## config.mk

```make
export PLATFORM = sky130hd
export DESIGN_NAME = q16_coproc_alu
export DESIGN_NICKNAME = d
export VERILOG_FILES = /design/src/rtl/q16_coproc_alu.sv
export SDC_FILE = /design/constraint.sdc
export NUM_CORES = 1
export LEC_CHECK = 0
export ABC_AREA = 1
export CAP_MARGIN = 20
export CELL_PAD_IN_SITES_DETAIL_PLACEMENT = 0
export CELL_PAD_IN_SITES_GLOBAL_PLACEMENT = 1
export CORE_MARGIN = 2
export CORE_UTILIZATION = 48
export DETAILED_ROUTE_END_ITERATION = 12
export PLACE_DENSITY_LB_ADDON = 0.12
export RECOVER_POWER = 25
export SYNTH_ARGS = -nofsm -noshare
export SYNTH_HDL_FRONTEND = slang
export SYNTH_SLANG_ARGS = --single-unit
```

## constraint.sdc

```tcl
create_clock -name clk -period 10.5 [get_ports clk]
set_input_delay 1.575 -clock clk [delete_from_list [all_inputs] [get_ports clk]]
set_output_delay 1.575 -clock clk [all_outputs]
set_load 0.02 [all_outputs]
```

## src/rtl/q16_coproc_alu.sv

```systemverilog
`default_nettype none
// ============================================================================
// Module   : q16_coproc_alu
// Purpose  : Multi-cycle unsigned arithmetic engine on the module side of the
//            coprocessor bus. It takes a 24-bit command word on min/mstart and
//            returns a 24-bit result on mout with a one-cycle mrdy pulse. Every
//            accepted command produces exactly one mrdy pulse.
// Ports    : clk     - clock, rising edge
//            rst     - reset, asynchronous, active-high
//            mstart  - one-cycle command strobe
//            min     - command: [23:20] opcode, [19:16] reserved, [15:0] operand
//            mout    - registered result, valid while mrdy=1, held afterwards
//            mrdy    - result-valid pulse, one cycle per accepted command
//            busy    - high while MUL / DIV / SQRT iterate
// Config   : Q16CP_SQRT_EN - when defined, opcode 7 computes floor(sqrt(A))
//            in 8 iterations. When undefined, opcode 7 is an illegal command.
// Revision : 1.0 - initial release
// ============================================================================
module q16_coproc_alu #(
  parameter logic [23:0] ERR_CODE  = 24'h800000,
  parameter logic [15:0] DIV0_QUOT = 16'hFFFF
) (
  input  logic        clk,
  input  logic        rst,
  input  logic        mstart,
  input  logic [23:0] min,
  output logic [23:0] mout,
  output logic        mrdy,
  output logic        busy
);

  localparam logic [3:0] c_OP_LOADA  = 4'd1;
  localparam logic [3:0] c_OP_LOADB  = 4'd2;
  localparam logic [3:0] c_OP_MUL    = 4'd3;
  localparam logic [3:0] c_OP_GETHI  = 4'd4;
  localparam logic [3:0] c_OP_DIV    = 4'd5;
  localparam logic [3:0] c_OP_GETREM = 4'd6;
`ifdef Q16CP_SQRT_EN
  localparam logic [3:0] c_OP_SQRT   = 4'd7;
`endif
  localparam logic [3:0] c_LAST_ITER16 = 4'd15;
`ifdef Q16CP_SQRT_EN
  localparam logic [3:0] c_LAST_ITER8  = 4'd7;
`endif

  typedef enum logic [2:0] {
    S_IDLE = 3'd0,
    S_MUL  = 3'd1,
    S_DIV  = 3'd2,
`ifdef Q16CP_SQRT_EN
    S_SQRT = 3'd3,
`endif
    S_DONE = 3'd4
  } state_t;

  state_t      r_state;
  state_t      w_state_next;

  // Architectural registers
  logic [15:0] r_a;
  logic [15:0] r_b;
  logic [15:0] r_r;       // remainder; also the partial remainder while iterating
  logic [31:0] r_p;       // exact product
  logic [23:0] r_mout;
  logic [3:0]  r_cnt;

  // Iteration working registers
  logic [31:0] r_mcand;   // MUL: A shifted left once per iteration
  logic [15:0] r_mplier;  // MUL: B shifted right; DIV/SQRT: dividend/radicand
                          // shifted left, quotient bits shifted in at the bottom

  // Command decode
  logic [3:0]  w_op;
  logic [15:0] w_operand;
  logic        w_accept;
  logic        w_b_zero;
  logic        w_unused_rsvd;

  assign w_op          = min[23:20];
  assign w_operand     = min[15:0];
  assign w_unused_rsvd = ^min[19:16];
  assign w_b_zero      = (r_b == 16'd0);
  // The DONE cycle behaves like IDLE for acceptance so commands can be
  // issued back-to-back in the same cycle as mrdy.
  assign w_accept      = mstart && ((r_state == S_IDLE) || (r_state == S_DONE));

  // MUL step: add the shifted multiplicand when the current multiplier bit is set
  logic [31:0] w_p_next;
  assign w_p_next = r_mplier[0] ? (r_p + r_mcand) : r_p;

  // DIV step (restoring). The partial remainder stays below B, so bit 16 of
  // the 17-bit difference is exactly the borrow: clear means "B fits".
  logic [16:0] w_div_sh;
  logic [16:0] w_div_sub;
  logic        w_div_ge;
  logic [15:0] w_div_rem;
  logic [15:0] w_div_quo;
  assign w_div_sh  = {r_r, r_mplier[15]};
  assign w_div_sub = w_div_sh - {1'b0, r_b};
  assign w_div_ge  = ~w_div_sub[16];
  assign w_div_rem = w_div_ge ? w_div_sub[15:0] : w_div_sh[15:0];
  assign w_div_quo = {r_mplier[14:0], w_div_ge};

`ifdef Q16CP_SQRT_EN
  // SQRT step (digit-by-digit, two radicand bits per iteration). The
  // remainder never exceeds 2*root, so it fits comfortably in 15 bits and the
  // top bit of the 17-bit difference again acts as the borrow.
  logic [7:0]  r_root;
  logic [16:0] w_sq_cur;
  logic [16:0] w_sq_trial;
  logic [16:0] w_sq_sub;
  logic        w_sq_ge;
  logic [15:0] w_sq_rem;
  logic [7:0]  w_sq_root;
  assign w_sq_cur   = {r_r[14:0], r_mplier[15:14]};
  assign w_sq_trial = {7'd0, r_root, 2'b01};
  assign w_sq_sub   = w_sq_cur - w_sq_trial;
  assign w_sq_ge    = ~w_sq_sub[16];
  assign w_sq_rem   = w_sq_ge ? w_sq_sub[15:0] : w_sq_cur[15:0];
  assign w_sq_root  = {r_root[6:0], w_sq_ge};
`endif

  // --------------------------------------------------------------------------
  // FSM state register
  // --------------------------------------------------------------------------
  always_ff @(posedge clk or posedge rst) begin
    if (rst) begin
      r_state <= S_IDLE;
    end else begin
      r_state <= w_state_next;
    end
  end

  // --------------------------------------------------------------------------
  // FSM next-state and status outputs
  // --------------------------------------------------------------------------
  always_comb begin
    w_state_next = r_state;
    mrdy         = 1'b0;
    busy         = 1'b0;
    case (r_state)
      S_IDLE, S_DONE: begin
        mrdy         = (r_state == S_DONE);
        w_state_next = S_IDLE;
        if (mstart) begin
          case (w_op)
            c_OP_MUL:  w_state_next = S_MUL;
            c_OP_DIV:  w_state_next = w_b_zero ? S_DONE : S_DIV;
`ifdef Q16CP_SQRT_EN
            c_OP_SQRT: w_state_next = S_SQRT;
`endif
            default:   w_state_next = S_DONE;
          endcase
        end
      end
      S_MUL, S_DIV: begin
        busy = 1'b1;
        if (r_cnt == c_LAST_ITER16) begin
          w_state_next = S_DONE;
        end
      end
`ifdef Q16CP_SQRT_EN
      S_SQRT: begin
        busy = 1'b1;
        if (r_cnt == c_LAST_ITER8) begin
          w_state_next = S_DONE;
        end
      end
`endif
      default: w_state_next = S_IDLE;
    endcase
  end

  // --------------------------------------------------------------------------
  // Datapath
  // --------------------------------------------------------------------------
  always_ff @(posedge clk or posedge rst) begin
    if (rst) begin
      r_a      <= 16'd0;
      r_b      <= 16'd0;
      r_r      <= 16'd0;
      r_p      <= 32'd0;
      r_mout   <= 24'd0;
      r_cnt    <= 4'd0;
      r_mcand  <= 32'd0;
      r_mplier <= 16'd0;
`ifdef Q16CP_SQRT_EN
      r_root   <= 8'd0;
`endif
    end else if (w_accept) begin
      r_cnt <= 4'd0;
      case (w_op)
        c_OP_LOADA: begin
          r_a    <= w_operand;
          r_mout <= {8'h10, w_operand};
        end
        c_OP_LOADB: begin
          r_b    <= w_operand;
          r_mout <= {8'h20, w_operand};
        end
        c_OP_MUL: begin
          r_p      <= 32'd0;
          r_mcand  <= {16'd0, r_a};
          r_mplier <= r_b;
        end
        c_OP_GETHI: begin
          r_mout <= {16'h0000, r_p[31:24]};
        end
        c_OP_DIV: begin
          if (w_b_zero) begin
            r_r    <= r_a;
            r_mout <= {1'b1, 7'h00, DIV0_QUOT};
          end else begin
            r_r      <= 16'd0;
            r_mplier <= r_a;
          end
        end
        c_OP_GETREM: begin
          r_mout <= {8'h00, r_r};
        end
`ifdef Q16CP_SQRT_EN
        c_OP_SQRT: begin
          r_r      <= 16'd0;
          r_mplier <= r_a;
          r_root   <= 8'd0;
        end
`endif
        default: begin
          r_mout <= ERR_CODE;
        end
      endcase
    end else begin
      case (r_state)
        S_MUL: begin
          r_cnt    <= r_cnt + 4'd1;
          r_p      <= w_p_next;
          r_mcand  <= {r_mcand[30:0], 1'b0};
          r_mplier <= {1'b0, r_mplier[15:1]};
          if (r_cnt == c_LAST_ITER16) begin
            r_mout <= w_p_next[23:0];
          end
        end
        S_DIV: begin
          r_cnt    <= r_cnt + 4'd1;
          r_r      <= w_div_rem;
          r_mplier <= w_div_quo;
          if (r_cnt == c_LAST_ITER16) begin
            r_mout <= {8'h00, w_div_quo};
          end
        end
`ifdef Q16CP_SQRT_EN
        S_SQRT: begin
          r_cnt    <= r_cnt + 4'd1;
          r_r      <= w_sq_rem;
          r_root   <= w_sq_root;
          r_mplier <= {r_mplier[13:0], 2'b00};
          if (r_cnt == c_LAST_ITER8) begin
            r_mout <= {16'h0000, w_sq_root};
          end
        end
`endif
        default: ;
      endcase
    end
  end

  assign mout = r_mout;

endmodule
`default_nettype wire

```

==> summary.md <==
| Metric | Value |
|---|---|
| Mean Syn Cell Area | `6.62 um2` |
| Worst Setup Start Kind | `primary input` |
| Unrepaired setup endpoints after global routing | `false` |
| Crit-path cells | `dlygate4sd3_1 > clkinvlp_2 > buf_4` |
| Setup TNS | `0 ps` |
| Setup slack after layout | `5220 ps` |
| All-layer global routing usage | `about 32%` |
| WP data arrival | `5760 ps` |
| Grt ovf | `0` |
| R2R Path Start | `r_mplier[15]$_DFFE_PP0P_` |
| Drt initial violations | `925` |
| Largest net degree at the start of global routing | `102` |
| Root Buffer | `clkbuf_16` |
| Netlist cell types | `46` |
| Fillers | `2365` |
| Top Layer Used | `met4` |
| Area grow syn2layout | `12.0%` |
| Hold depth | `2` |
| Fin crit share | `between 50% and 60%` |
| Die Height | `158 um` |
| Final number of max-transition violations | `102` |
| IO Port Bufs | `48` |
| Hold Vio Cnt, Final | `0` |
| Sinks on Clock Net | `159` |
| Pwr dens | `326 nW/um2` |
| Crit path buffers/inverters | `3` |
| Syn Std Cell Area | `around 11000 um2` |
| Core Region | `approximately 23000 um2` |
| NumNets Final | `~1.8k` |
| Vias/cell | `5.48` |
| Total CTS buffers | `17` |
| Metal2 WL | `17900 um` |
| Hold crit path type | `reg2reg` |
| Largest stage delay, worst path | `2570 ps` |
| Clock Skew | `23.2 ps` |
| CTS Hold Buffers Added | `0` |
| Setup WS pre-CTS | `6040 ps` |
| Non-Filler Instances | `about 2.1k` |
| Primary FF master, synth | `dfrtp_1` |
| Leak pwr | `around 6.6 nW` |
| Worst-path maximum fanout | `between 100 and 150` |
| Delay-heaviest family, CP | `buffers and inverters` |
| Vias in the first global route | `10.8k` |
| Slew @ Worst Pin | `4770 ps` |
| Sequential fraction of the synthesis area | `a little over a third` |
| Commonest non-fill, non-tap cells in the layout | `nand2_1 (500), inv_1 (265), dfrtp_1 (159)` |
| Clk Latency, worst-skew pair | `450 ps` |
| Final wirelength | `38200 um` |
| Worst min-delay path startpoint | `mout[19]$_DFFE_PP0P_` |
| CTS tree | `yes` |
| Post-CTS sizing | `0` |
| Final min period | `between 5000 and 6000 ps` |
| Cells after DPL | `roughly 2k` |
| DRC | `0` |
| Site Rows | `56` |
| Last weighted congestion value of the routability-driven placer | `0.949` |
| First-pass GRT wire length | `approximately 60000 um` |
| Failing checks | `max-capacitance violations, max-slew violations` |
| Outcome | `complete, but fails checks` |
| Yosys warnings | `0` |
| CP max-delay cell | `clkinvlp_2` |
| WHS Endpoint | `mout[19]$_DFFE_PP0P_` |
| Crit path capture type | `asynchronous set/reset pin` |
| Syn Inst Count | `1714` |
| Final ANT Viol Nets | `0` |
| Routed WL per cell | `18.5 um` |
| Die area | `24900 um2` |
| CP required | `between 10000 and 15000 ps` |
| Peak VDD IR | `0.141 mV` |
| FF+latch area | `between 3000 and 4000 um2` |
| Kind of critical path | `in2async` |
| Normalized max-slew margin | `-218%` |
| Top Ports | `53` |
| R2R Path End | `r_mplier[0]$_DFFE_PP0P_` |
| Commonest non-fill, non-tap cell in the layout | `nand2_1` |
| Total Power | `0.00414 W` |
| Via count | `11.3k` |
| DR WL met3 | `around 2000 um` |
| R2R Setup Slk | `7340 ps` |
| CTS H-tree depth | `4` |
| Worst Reg2Reg Path Length in Cells | `13` |
| # Post-CTS Setup Buffers | `0` |
| Antenna diodes | `0` |
| Initial Util | `48.6%` |
| EDFF count, synth | `0` |
| Clock buffer depth | `2` |
| Layout cell share with drive strength beyond 1 | `about 4.2%` |
| MaxCap Viol Count | `1` |
| Initial antenna violation count | `0` |
| Asr flop ratio synth | `100%` |
| Yosys reg bits | `159` |
| # setup viols final | `0` |
| Die width | `158 um` |
| 1st-pass router iterations | `6` |
| Area taken by multi-input logic gates | `6090 um2` |
| Met1 WL | `16000 um` |
| DP HPWL | `between 20000 and 30000 um` |
| Clk slew on worst S/H paths | `70 ps` |
| Maximum clock rate | `about 190 MHz` |
| Mapped Nets | `1791` |
-- metal layers --
layer / track usage, % / vias up
met2: 53.0 / 396
met4: 17.4 / 0
met1: 41.0 / 5248
li1: - / 5578
met3: 3.91 / 104
met5: 0 / -
-- power breakdown --
| group | switching (W) | internal, W | total (W) | leakage [nW] |
|---|---|---|---|---|
| combinational | 0.00158 | 0.000813 | 0.00239 | 4.30 |
| clock | 0.000325 | 0.000325 | 0.000650 | 0.294 |
| sequential | 0.000227 | 0.000868 | 0.00110 | 2.01 |
| total | 0.00213 | 0.00201 | 0.00414 | 6.61 |
-- kinds of logic after synthesis --
logic type | after synthesis | synth area share [%]
buffers and inverters | 329 | 11.4
AO/OA/AOI/OAI | 278 | 13.8
flip-flops | 159 | 35.1
adder cells (fa/ha/maj) | 50 | 5.65
AND/OR/NAND/NOR | 886 | 33.2
XOR/XNOR | 12 | 0.926
-- sequential cells by signal, indices dropped and copies added, names as in the netlist --
| signal | flops |
|---|---|
| r_mcand | 32 |
| r_state | 3 |
| r_a | 16 |
| mout | 24 |
| r_cnt | 4 |
| r_mplier | 16 |
| r_r | 16 |
| r_p | 32 |
| r_b | 16 |
-- cell usage after synthesis, drive strengths merged, types with 4 or more instances --
| library cell | number | share of area, % |
|---|---|---|
| xnor2 | 7 | 0.54 |
| nor3 | 13 | 0.82 |
| a31o | 10 | 0.77 |
| xor2 | 5 | 0.39 |
| o2111ai | 4 | 0.31 |
| a31oi | 4 | 0.22 |
| nand3 | 158 | 7.0 |
| o221ai | 8 | 0.62 |
| inv | 273 | 9.1 |
| nand3b | 9 | 0.60 |
| nor2 | 159 | 5.5 |
| o211ai | 11 | 0.73 |
| nand2 | 508 | 17 |
| a21oi | 92 | 4.1 |
| buf | 25 | 1.3 |
| clkbuf | 30 | 0.99 |
| dfrtp | 159 | 35 |
| o21ai | 116 | 5.1 |
| o21bai | 4 | 0.26 |
| ha | 48 | 5.3 |
| o22ai | 22 | 1.2 |
| nand4 | 32 | 1.8 |
-- how the worst max path moves through the flow --
| stage | slack (ps) | start | endpoint | cells past startpoint |
|---|---|---|---|---|
| final | 5220 | rst | r_mcand[20]$_DFFE_PP0P_ | 3 |
| after CTS | 6200 | r_state[2]$_DFFE_PP0P_ | busy | 4 |
| after detailed placement | 6040 | min[20] | r_mcand[12]$_DFFE_PP0P_ | 10 |
| after global routing | 4380 | rst | r_mcand[20]$_DFFE_PP0P_ | 3 |
| after global placement | 6110 | min[20] | r_mcand[12]$_DFFE_PP0P_ | 10 |
| after floorplan | 4630 | rst | mout[0]$_DFFE_PP0P_ | 1 |
-- cell type report --
type | count | area share [%]
Inverter | 274 | 8.12
Sequential cell | 159 | 31.3
Timing Repair Buffer | 58 | 4.69
Clock buffer | 17 | 3.35
Clock inverter | 15 | 1.48
Multi-Input combinational cell | 1226 | 47.9
Tap cell | 319 | 3.14
-- stage by stage --
stage | instance area, um2 | util (%) | hold slack (ps)
finish | 12700 | 54.5 | 490
global route | 12700 | 54.5 | 516
CTS | 12700 | 54.2 | 491
detailed placement | 12000 | 51.6 | 466
global placement | 12000 | 51.6 | 465
floorplan | 11300 | - | 453
-- worst min-delay path: stages (launching register included) --
cell,delay [ps]
dfrtp_1,350
nand2_1,50
nand2_1,50
(Power assumes the default switching activity.)
